--- src/rtl/fetch_unit_pkg.sv ---
// fetch_unit_pkg: widths, exception codes and buffer entry layout shared by the fetch stage
package fetch_unit_pkg;
  localparam int ADDR_SIZE = 31;
  localparam int INSTR_SIZE = 31;
  localparam int EX_WIDTH = 3;
  localparam logic [EX_WIDTH:0] EX_INSTR_ADDR_MISALIGN = 4'd0;
  localparam logic [INSTR_SIZE:0] INSTR_NOP = 32'h0000_0013;
  typedef enum logic {RUN, HALT} state_t;
  typedef struct packed {
    logic [ADDR_SIZE:0] pc;
    logic [INSTR_SIZE:0] instr;
    logic ex_valid;
    logic [EX_WIDTH:0] ex_code;
  } entry_t;
endpackage

--- src/rtl/fetch_fifo.sv ---
// fetch_fifo: synchronous FIFO with clear; a push into a full FIFO is taken when a pop happens in the same cycle
module fetch_fifo #(
  parameter int W = 8,
  parameter int DEPTH = 2
)(
  input  logic clk,
  input  logic reset,
  input  logic clear,
  input  logic push,
  input  logic pop,
  input  logic [W-1:0] din,
  output logic [W-1:0] dout,
  output logic full,
  output logic empty,
  output logic [$clog2(DEPTH+1)-1:0] count
);
  localparam int CW = $clog2(DEPTH + 1);
  localparam int AW = DEPTH > 1 ? $clog2(DEPTH) : 1;
  logic [W-1:0] mem [DEPTH];
  logic [AW-1:0] rd, wr;
  logic do_push, do_pop;
  function automatic logic [AW-1:0] inc(input logic [AW-1:0] p);
    return p == AW'(DEPTH - 1) ? '0 : p + AW'(1);
  endfunction
  assign empty = count == '0;
  assign full = count == CW'(DEPTH);
  assign do_pop = pop && !empty;
  assign do_push = push && (!full || do_pop);
  assign dout = mem[rd];
  always_ff @(posedge clk or posedge reset)
    if (reset) begin
      rd <= '0;
      wr <= '0;
      count <= '0;
      for (int i = 0; i < DEPTH; i++) mem[i] <= '0;
    end else if (clear) begin
      rd <= '0;
      wr <= '0;
      count <= '0;
    end else begin
      if (do_push) begin
        mem[wr] <= din;
        wr <= inc(wr);
      end
      if (do_pop) rd <= inc(rd);
      count <= count + CW'(do_push) - CW'(do_pop);
    end
endmodule

--- src/rtl/fetch_unit.sv ---
// fetch_unit: owns the PC, issues in-order instruction fetches into a small buffer,
// redirects on flush and traps misaligned PCs with a NOP entry
module fetch_unit
  import fetch_unit_pkg::*;
#(
  parameter logic [ADDR_SIZE:0] RESET_PC = 32'h0000_0000,
  parameter int FIFO_DEPTH = 2
)(
  input  logic clk,
  input  logic reset,
  input  logic flush,
  input  logic [ADDR_SIZE:0] flush_addr,
  output logic imem_req,
  output logic [ADDR_SIZE:0] imem_addr,
  input  logic imem_gnt,
  input  logic imem_rvalid,
  input  logic [INSTR_SIZE:0] imem_rdata,
  output logic if_valid,
  input  logic if_ready,
  output logic [ADDR_SIZE:0] if_pc,
  output logic [INSTR_SIZE:0] if_instr,
  output logic if_exception_valid,
  output logic [EX_WIDTH:0] if_exception
);
  localparam int CW = $clog2(FIFO_DEPTH + 1);
  state_t state;
  logic [ADDR_SIZE:0] fetch_pc, pcq_head;
  logic [CW-1:0] outstanding, drop_cnt, buf_count, pcq_count;
  logic buf_empty, buf_full, pcq_empty, pcq_full;
  logic gnt_fire, keep, misalign, pop, unused_pcq;
  entry_t buf_in, buf_out, head;
  assign gnt_fire = imem_req && imem_gnt;
  assign keep = imem_rvalid && drop_cnt == '0 && !flush && !pcq_empty;
  assign misalign = state == RUN && fetch_pc[1:0] != 2'b00 && outstanding == '0 && !buf_full && !flush;
  assign pop = if_valid && if_ready;
  // credit counts only registered occupancy, so a same-cycle pop never frees a slot early
  assign imem_req = !reset && state == RUN && fetch_pc[1:0] == 2'b00 && !pcq_full &&
                    ({1'b0, outstanding} + {1'b0, buf_count}) < (CW+1)'(FIFO_DEPTH);
  assign imem_addr = fetch_pc;
  assign buf_in = misalign ? entry_t'{pc: fetch_pc, instr: INSTR_NOP, ex_valid: 1'b1, ex_code: EX_INSTR_ADDR_MISALIGN}
                           : entry_t'{pc: pcq_head, instr: imem_rdata, ex_valid: 1'b0, ex_code: '0};
  assign head = buf_empty ? '0 : buf_out;
  assign if_valid = !buf_empty;
  assign if_pc = head.pc;
  assign if_instr = head.instr;
  assign if_exception_valid = head.ex_valid;
  assign if_exception = head.ex_code;
  assign unused_pcq = ^pcq_count;
  fetch_fifo #(.W($bits(entry_t)), .DEPTH(FIFO_DEPTH)) u_buf (
    .clk(clk), .reset(reset), .clear(flush), .push(keep || misalign), .pop(pop),
    .din(buf_in), .dout(buf_out), .full(buf_full), .empty(buf_empty), .count(buf_count)
  );
  fetch_fifo #(.W(ADDR_SIZE + 1), .DEPTH(FIFO_DEPTH)) u_pcq (
    .clk(clk), .reset(reset), .clear(flush), .push(gnt_fire && !flush), .pop(keep),
    .din(fetch_pc), .dout(pcq_head), .full(pcq_full), .empty(pcq_empty), .count(pcq_count)
  );
  // after a flush every response still owed by memory belongs to the old stream
  always_ff @(posedge clk or posedge reset)
    if (reset) begin
      fetch_pc <= RESET_PC;
      outstanding <= '0;
      drop_cnt <= '0;
      state <= RUN;
    end else begin
      outstanding <= outstanding + CW'(gnt_fire) - CW'(imem_rvalid);
      if (flush) begin
        fetch_pc <= flush_addr;
        state <= RUN;
        drop_cnt <= outstanding + CW'(gnt_fire) - CW'(imem_rvalid);
      end else begin
        if (gnt_fire) fetch_pc <= fetch_pc + (ADDR_SIZE+1)'(4);
        if (misalign) state <= HALT;
        if (imem_rvalid && drop_cnt != '0) drop_cnt <= drop_cnt - CW'(1);
      end
    end
endmodule
--- config.mk ---
export PLATFORM = sky130hd
export DESIGN_NAME = fetch_unit
export DESIGN_NICKNAME = d
export VERILOG_FILES = /design/src/rtl/fetch_unit_pkg.sv /design/src/rtl/fetch_fifo.sv /design/src/rtl/fetch_unit.sv
export SDC_FILE = /design/constraint.sdc
export NUM_CORES = 1
export LEC_CHECK = 0
export BUFFER_PORTS_ARGS = -buffer_cell sky130_fd_sc_hd__buf_2
export CORE_AREA = 5 5 139 194
export CTS_CLUSTER_DIAMETER = 150
export DETAILED_ROUTE_END_ITERATION = 6
export DIE_AREA = 0 0 144 199
export GPL_ROUTABILITY_DRIVEN = 0
export PLACE_DENSITY = 0.66
export SLEW_MARGIN = 20
export SYNTH_ARGS = -nofsm -noshare
export SYNTH_HDL_FRONTEND = slang
export SYNTH_SLANG_ARGS = --single-unit
--- constraint.sdc ---
create_clock -name clk -period 7.8 [get_ports clk]
set_clock_uncertainty 0.1 [all_clocks]
set_input_delay 0.39 -clock clk [delete_from_list [all_inputs] [get_ports clk]]
set_output_delay 0.39 -clock clk [all_outputs]
set_load 0.02 [all_outputs]
==> results, run 1 <==
- The floorplan step set the die width to ~140 um.
- The number of warnings issued by yosys is 0.
- The maximum clock insertion buffer count is 3.
- The most common cell in the netlist is dfrtp_1.
- The final routed wirelength across all metal layers is 27.0 mm.
- In this run the number of H-tree levels came out at 1.
- The number of setup buffers added after CTS is 0.
- The run finished with clean final reports.
- For the finished layout, the period the worst path requires is 3.61 ns.
- Clock latency on the worst-skew pair, taken at its later pin, is roughly 0.5 ns.
- In this run the mean area of a mapped cell was 10.2 um^2.
- In this run, post-CTS hold repair placed 20 buffers.
- The detailed router placed between 8000 and 9000 vias in this run.
- The most prevalent standard cell on the critical path is and2_1.
- Cells fill 52.8% of the core in the end.
- The via count of the first global-routing pass was 8633.
- The total number of placement rows is 69.
- The clock tree from TritonCTS is done.
- The filler cells instantiated in the layout total approximately 2300.
- In this run, synthesis inferred 0 flip-flops with an integrated enable.
- The root buffer cell is clkbuf_16.
- Dividing total power by cell area gives a power density of between 300 and 400 mW/mm^2.
- The number of iterations in the first detailed-routing pass is 5.
- The final count of pins violating max slew is 0.
- The kind of launch point of the worst setup path is a register.
- Post-CTS repair changed the size of 0 cells.
- The arrival time of the worst setup path is 3.90 ns.
- IR analysis of the VDD net gives a maximum drop of 0.233 mV.
- The post-synthesis instance area is 0.0113 mm^2.
- The count of nets left with antenna violations once routing finished came out at 0.
- In this run the count of I/O pins placed on the die edge is 173.
- In this run the tightest slew margin relative to its limit is about two fifths.
- The overall die area is 0.0287 mm^2.
- The number of endpoints with negative hold slack in the final report is 0.
- The largest single stage delay on the critical path is 0.68 ns.
- The dominant register cell in the synthesized netlist is dfrtp_1.
- The area share of the largest cell type after synthesis is 52.7%.
- The aggregate global routing overflow is 0.
- The number of port buffers is 168.
- Of all flip-flops after synthesis, the portion carrying an async set or reset was 100%.
- 0 antenna diodes ended up in the layout.
- The total design power is 4.17 mW.
- Entering global routing, the biggest net connects 160 pins.
- The initial antenna violation count was 0.
- The final setup TNS is 0 ns.
- The number of distinct library cells after synthesis is 41.
- The clock transition at the registers of the reported paths is 0.07 ns.
- Setup repair after global routing left no endpoint under its margin.
- Walking the worst path, the cells encountered are and2_1 -> fa_1 -> nor4_4 -> nand4_2 -> nor2_1 -> and2_1 -> buf_4 -> mux2_2.
- The average wire per cell in the routed design is 17.0 um.
- The post-route DRC violation count is 0.
- The number of cells after detailed placement is 1530.
- The initial core utilization is 45.2%.
- Buffers inserted during clock tree synthesis total 24.
- The cell type contributing the most total cell area after synthesis is dfrtp_1.
- The synthesized flop and latch total is 239.
- The top fanout value on the critical path is 17.
- Yosys attributes the largest share of cell area to dfrtp_1, mux2_2, mux2i_1.
- Synthesis produced a netlist whose cell count is 1110.
- The worst hold margin is 0.00600 ns.
- The area growth from synthesis to layout is 17.0%.
- The kind of cell with the highest combined delay along the critical path is simple AND/OR/NAND/NOR gates.
- The fmax is 277 MHz.
- The worst setup path is captured at a register.
- The final setup violation count is 0.
- The ratio of cells with drive above 1 in the final layout is 24.4%.
- The final-stage net count is 1336.
- In the routed layout, each cell is associated on average with a via count of 5.27.
- The vertical die dimension is 199 um.
- The share of the Yosys chip area taken by registers is 52.7%.
- The worst hold path belongs to the class input port to async pin.
- The required time at the worst-slack endpoint is 8.09 ns.
- For this run, the total global-route usage over all layers was measured as between 10% and 20%.
- The reported leakage power is 6.37 nW.
- The CTS sink count is 239.
- Together, buffers and inverters on the worst path number 1.
- The max-cap check violation count is 0.
- After legalization and detailed placement, the total HPWL measured 17.7 mm.
- The worst-margin pin slew is around 0.88 ns.
- In the finished design, the share of the clock period the worst path needs comes to 46.3%.
- For this block, the initial DRC count from the detailed router was around 420.
- The wire length of the first global-routing pass is about 44 mm.
- The final non-filler cell total is 1591.
- The cell at the slowest stage of the critical path is and2_1.
- The critical path is of the register to register type.
- The area of the core is 0.0251 mm^2.
- The commonest cells after synthesis are dfrtp_1, nand2_1, o21ai_0.
cell type report:
class,instances,area (um^2),area share [%]
clock buffer,39,698,5.26
clock inverter,2,12.5,0.0943
inverter,16,72.6,0.547
multi-input combinational,776,4970,37.5
sequential,239,5980,45.1
tap,319,399,3.01
timing repair buffer,200,1130,8.55
worst reg2reg max path, delay by kind of cell (launching register included):
kind / cells / cell delay, ns
adder cells (fa/ha/maj): 1 / 0.48
AND/OR/NAND/NOR: 5 / 1.74
multiplexers: 1 / 0.37
flip-flops: 1 / 0.43
buffers and inverters: 1 / 0.39
cell usage in the layout (no fill, tap or decap), drive strengths merged, types with 13 or more instances in the layout:
cell	n
buf	180
nor4	14
xnor2	29
mux2	94
nor2	86
dfrtp	239
dlygate4sd3	20
inv	15
o21ai	158
nand3	15
mux2i	95
nor3	13
clkbuf	39
nand2	198
metal layers:
| metal | vias to the layer above | wire (um) | track usage, % |
|---|---|---|---|
| li1 | 4072 | - | - |
| met2 | 205 | 13400 | 33.2 |
| met1 | 4079 | 11800 | 24.9 |
| met3 | 31 | 1260 | 2.24 |
| met5 | - | 0 | 0 |
| met4 | 0 | 501 | 4.85 |
logic make-up (layout without fill, tap and decap cells):
group / Yosys count / in the layout / share of synthesized area [%]
xor+xnor: 36 / 36 / 2.78
flops: 239 / 239 / 52.7
buf+inv: 98 / 257 / 3.79
fa+ha+maj: 9 / 9 / 1.06
compound gates: 172 / 172 / 7.84
mux: 189 / 189 / 17.7
other cells: 1 / 4 / 0.0331
simple gates: 366 / 366 / 14.1
power by group:
part / switching (mW) / leakage, nW / internal, mW / total [mW]
Combinational: 0.753 / 2.88 / 0.514 / 1.27
Sequential: 0.240 / 3.15 / 1.61 / 1.85
Clock: 0.450 / 0.341 / 0.607 / 1.06
Total: 1.44 / 6.37 / 2.73 / 4.17
flip-flops by register name (all words and copies together), names as in the netlist:
name and cells:
u_pcq.mem 64, u_pcq.rd 1, u_buf.rd 1, drop_cnt 2
u_pcq.wr 1, imem_addr 32, u_pcq.count 2, state 1
u_buf.count 2, u_buf.mem 130, outstanding 2, u_buf.wr 1
metrics by stage:
| step | worst slack, ns | cell area, um^2 |
|---|---|---|
| 6_report | 4.19 | 13300 |
| 5_1_grt | 3.99 | 13300 |
| 4_1_cts | 4.17 | 13300 |
| 3_5_place_dp | 4.17 | 12400 |
| 3_3_place_gp | 4.23 | 12400 |
| 2_1_floorplan | 0.750 | 11400 |
path summary, 6_finish.rpt:
check                           depth (start not counted)             end  slack [ns]           start
worst max-delay path                                    8    u_pcq.mem[3]        4.19  u_buf.count[0]
worst min-delay path                                    2  outstanding[1]       0.006           reset
worst max register to register                          8    u_pcq.mem[3]        4.19  u_buf.count[0]
worst min register to register                          2   u_buf.mem[13]        0.38   u_buf.mem[13]
max in group asynchronous                               3  u_buf.mem[103]        6.40           reset
min in group clk                                        3   imem_addr[25]        0.02  flush_addr[25]
(Power assumes the default switching activity.)
==> inputs of run 2 (changes only) <==
PLACE_DENSITY = 0.69   (was 0.66)
clock period = 3.2 ns   (was 7.8 ns; I/O delays follow)
==> run 2 against run 1 <==
Compared with the run above: core utilization rose by 2.5 points; worst hold slack better by 0.024 ns; first-iteration DRC count is 8.3% higher; maximum frequency increased by 25%; cell count is 3.6% higher; non-clock buffer count grew 59.
==> results, run 2 (synthesis gave the netlist of run 1 again) <==
- The flow ran to the end, and the final reports show no timing, DRC or antenna violations.
- The final worst-path cycle share is 90.1% (+44 points).
- The net switching power came to 3.58 mW (+150%).
- The worst-skew pair later-pin latency is 0.50 ns (about the same).
- The vertical die dimension is 199 um (unchanged).
- The switching fraction of total power is 34.6% (about the same).
- The kind of launch point of the worst setup path is a register.
- The diode insertion count for antenna repair is 0 (unchanged).
- The share of total power in the clock network was 25.6% (+0.2 points).
- The TritonCTS buffer count came to 23 (-4.2%).
- The wire length of the first global-routing pass came to 45.1 mm (+2.4%).
- The critical path goes through and2_1 -> fa_1 -> nor4_4 -> nand4_2 -> or3_1 -> o31a_1 -> o31a_1.
- The final setup violation count is 0 (unchanged).
- The maximum clock insertion buffer count is 3 (unchanged).
- The post-detailed-placement half-perimeter wirelength is 17.8 mm (+0.54%).
- The critical path in this run is classified as register to register.
- The required time at the worst-slack endpoint is 3.48 ns (-4.61 ns).
- The number of post-CTS setup repair buffers is 0 (unchanged).
- The fmax is 347 MHz (+25%).
- The largest net degree at the start of global routing is 115 (-28%).
- The area growth from synthesis to layout is 22.6%.
- The most numerous cell type found on the critical path is o31a_1.
- The CTS sink count is 239 (unchanged).
- The overall track demand over capacity in global routing is 19.4% (+0.42 points).
- The worst-margin pin slew is 0.819 ns (-0.0563 ns).
- The reg2reg setup slack is 0.32 ns (-3.87 ns).
- The sum of buffers and inverters on the critical path is 0 (-1).
- The horizontal extent of the die is 144 um (unchanged).
- The overall die area is 0.0287 mm^2 (unchanged).
- The gate family responsible for the most delay along the worst path is simple AND/OR/NAND/NOR gates.
- The register with the most flip-flops in the final layout is u_buf.mem.
- The finished layout cell area is 0.0139 mm^2 (+4.7%).
- The final-stage net count came to 1394 (+4.3%).
- The via count of the first global-routing pass was 8779 (+1.7%).
- The final routed wirelength across all metal layers is 27.8 mm (+2.8%).
- The number of port buffers is 168 (unchanged).
- The area of the core was 0.0251 mm^2 (unchanged).
- The detailed-route vias per instance was 5.22 (-1.1%).
- The library cell used most frequently in the layout, excluding fill and tap cells, is dfrtp_1.
- The arrival time of the worst setup path is 3.16 ns (-0.74 ns).
- The share of total power in combinational logic came to 30.8% (+0.4 points).
- The total number of placement rows was 69 (unchanged).
- The final count of pins violating max slew is 0 (unchanged).
- The placed instance area came to 0.0125 mm^2 (+1.2%).
- The total design power is 10.4 mW (+150%).
- The number of endpoints with negative hold slack in the final report came to 0 (unchanged).
- The initial antenna violation count is 1 (+1).
- The worst slew slack as a fraction of its limit is 45.4% (+3.8 points).
- The total I/O pin count came to 173 (unchanged).
- The number of levels in the clock H-tree is 1 (unchanged).
- The number of iterations in the first detailed-routing pass was 6 (+1).
- TritonCTS built the clock tree.
- STA classifies the critical path endpoint as a register.
- The worst ir drop on vdd is 0.480 mV (+110%).
- The average wire per cell in the routed design is 16.8 um (-0.73%).
- The number of DRC violations after detailed-routing iteration 0 came to 459 (+8.3%).
- The initial core utilization came to 45.2% (unchanged).
- The routed via count was 8595 (+2.5%).
- In the layout the commonest cells are dfrtp_1, nand2_1, buf_2.
- The ratio of cells with drive above 1 in the final layout is 24.9% (+0.46 points).
- The time the final worst path needs with I/O delays and setup is 2.88 ns (-0.728 ns).
- The biggest cell delay along the critical path is 0.48 ns (-0.20 ns).
- The flip-flop count of the largest register after layout is 130 (unchanged).
- The post-route DRC violation count is 0 (unchanged).
- The clock transition at the registers of the reported paths is 0.07 ns (about the same).
- The internal power came to 6.78 mW (+150%).
- Among all stages on the critical path, the largest delay is contributed by fa_1.
- The aggregate global routing overflow is 0 (unchanged).
- The max-cap check violation count is 0 (unchanged).
- The cell sitting at the root of the clock tree is a clkbuf_16.
- The filler cell count is 2190 (-3.3%).
- The classification of the worst-slack hold path is input port to register.
- The part of the total power dissipated in sequential elements is 43.6% (-0.7 points).
- The top fanout value on the critical path came to 4 (-13).
- The count of antenna-violating nets left after detailed routing is 0 (unchanged).
- Setup repair after global routing left no endpoint under its margin.
- The reported leakage power is 6.66 nW (+4.5%).
- The cell area power density is 745 mW/mm^2 (+140%).
==> run 2: cell types whose count changed in the layout (fill, tap and decap cells not counted), moves of 3 or more <==
| cell | before | now |
|---|---|---|
| clkbuf_1 | 12 | 3 |
| dlygate4sd3_1 | 20 | 66 |
| buf_4 | 11 | 21 |
| buf_12 | 0 | 4 |
| clkinv_2 | 1 | 4 |
| clkbuf_8 | 2 | 6 |
==> run 2: routing by layer <==
layer | vias up | share of wire [%] | GRT usage [%]
met5 | - | 0.047 | 0
met4 | 2 | 2.0 | 4.82
met3 | 38 | 5.0 | 2.38
met2 | 222 | 51 | 34.6
met1 | 4171 | 42 | 24.9
li1 | 4162 | - | -
==> run 2: path summary, 6_finish.rpt <==
| kind | startpoint | to | cells after the start |
|---|---|---|---|
| worst max-delay path | u_buf.count[0] | imem_addr[29] | 7 |
| worst min-delay path | imem_gnt | imem_addr[4] | 4 |
| worst max register to register | u_buf.count[0] | imem_addr[29] | 7 |
| worst min register to register | u_buf.mem[35] | u_buf.mem[35] | 2 |
| max in group asynchronous | reset | u_buf.mem[101] | 4 |
| min in group asynchronous | reset | u_buf.wr | 3 |
==> run 2: stage by stage <==
step	instances	setup TNS [ns]	utilization, %	hold WS [ns]	setup WS (ns)
after floorplan	1113	-46.33	-	0.181	-0.194
after global placement	1543	0	49.7	0.0262	0.368
after detailed placement	1543	0	49.7	0.0252	0.318
after CTS	1648	0	55.3	0.0145	0.275
after global routing	1648	0	55.3	0.0726	0.0776
final	1648	0	55.3	0.0296	0.318
==> run 2: worst register-to-register path: cells and delay by family, from the launching register on <==
| kind | cells | cell delay, ns |
|---|---|---|
| and+or+nand+nor | 4 | 1.19 |
| AOI/OAI and AO/OA | 2 | 0.58 |
| DFF | 1 | 0.42 |
| adders and majority gates | 1 | 0.48 |
==> run 2: final cells by class <==
type / instances / area [um^2] / area share, %
clock buffer: 32 / 669 / 4.82
sequential: 239 / 5980 / 43.0
tap: 319 / 399 / 2.87
clock inverter: 7 / 65.1 / 0.468
multi-input combinational: 776 / 4980 / 35.8
inverter: 16 / 63.8 / 0.459
timing repair buffer: 259 / 1740 / 12.5
==> run 2: what timing repair did <==
item / CTS / global route
endpoints found under the hold margin: 336 / 0
hold buffers: 66 / 0
resized for setup: 0 / 1
endpoints found under the setup margin: 0 / 1
==> run 2: power by group through the flow <==
stage                     clock, mW  combinational (mW)  sequential, mW
final                          2.65                3.19            4.52
after global routing           2.84                3.58            4.64
after CTS                      2.72                3.24            4.51
after detailed placement          0                3.16            4.56
after global placement            0                3.09            4.51
after floorplan                   0                2.39            4.38
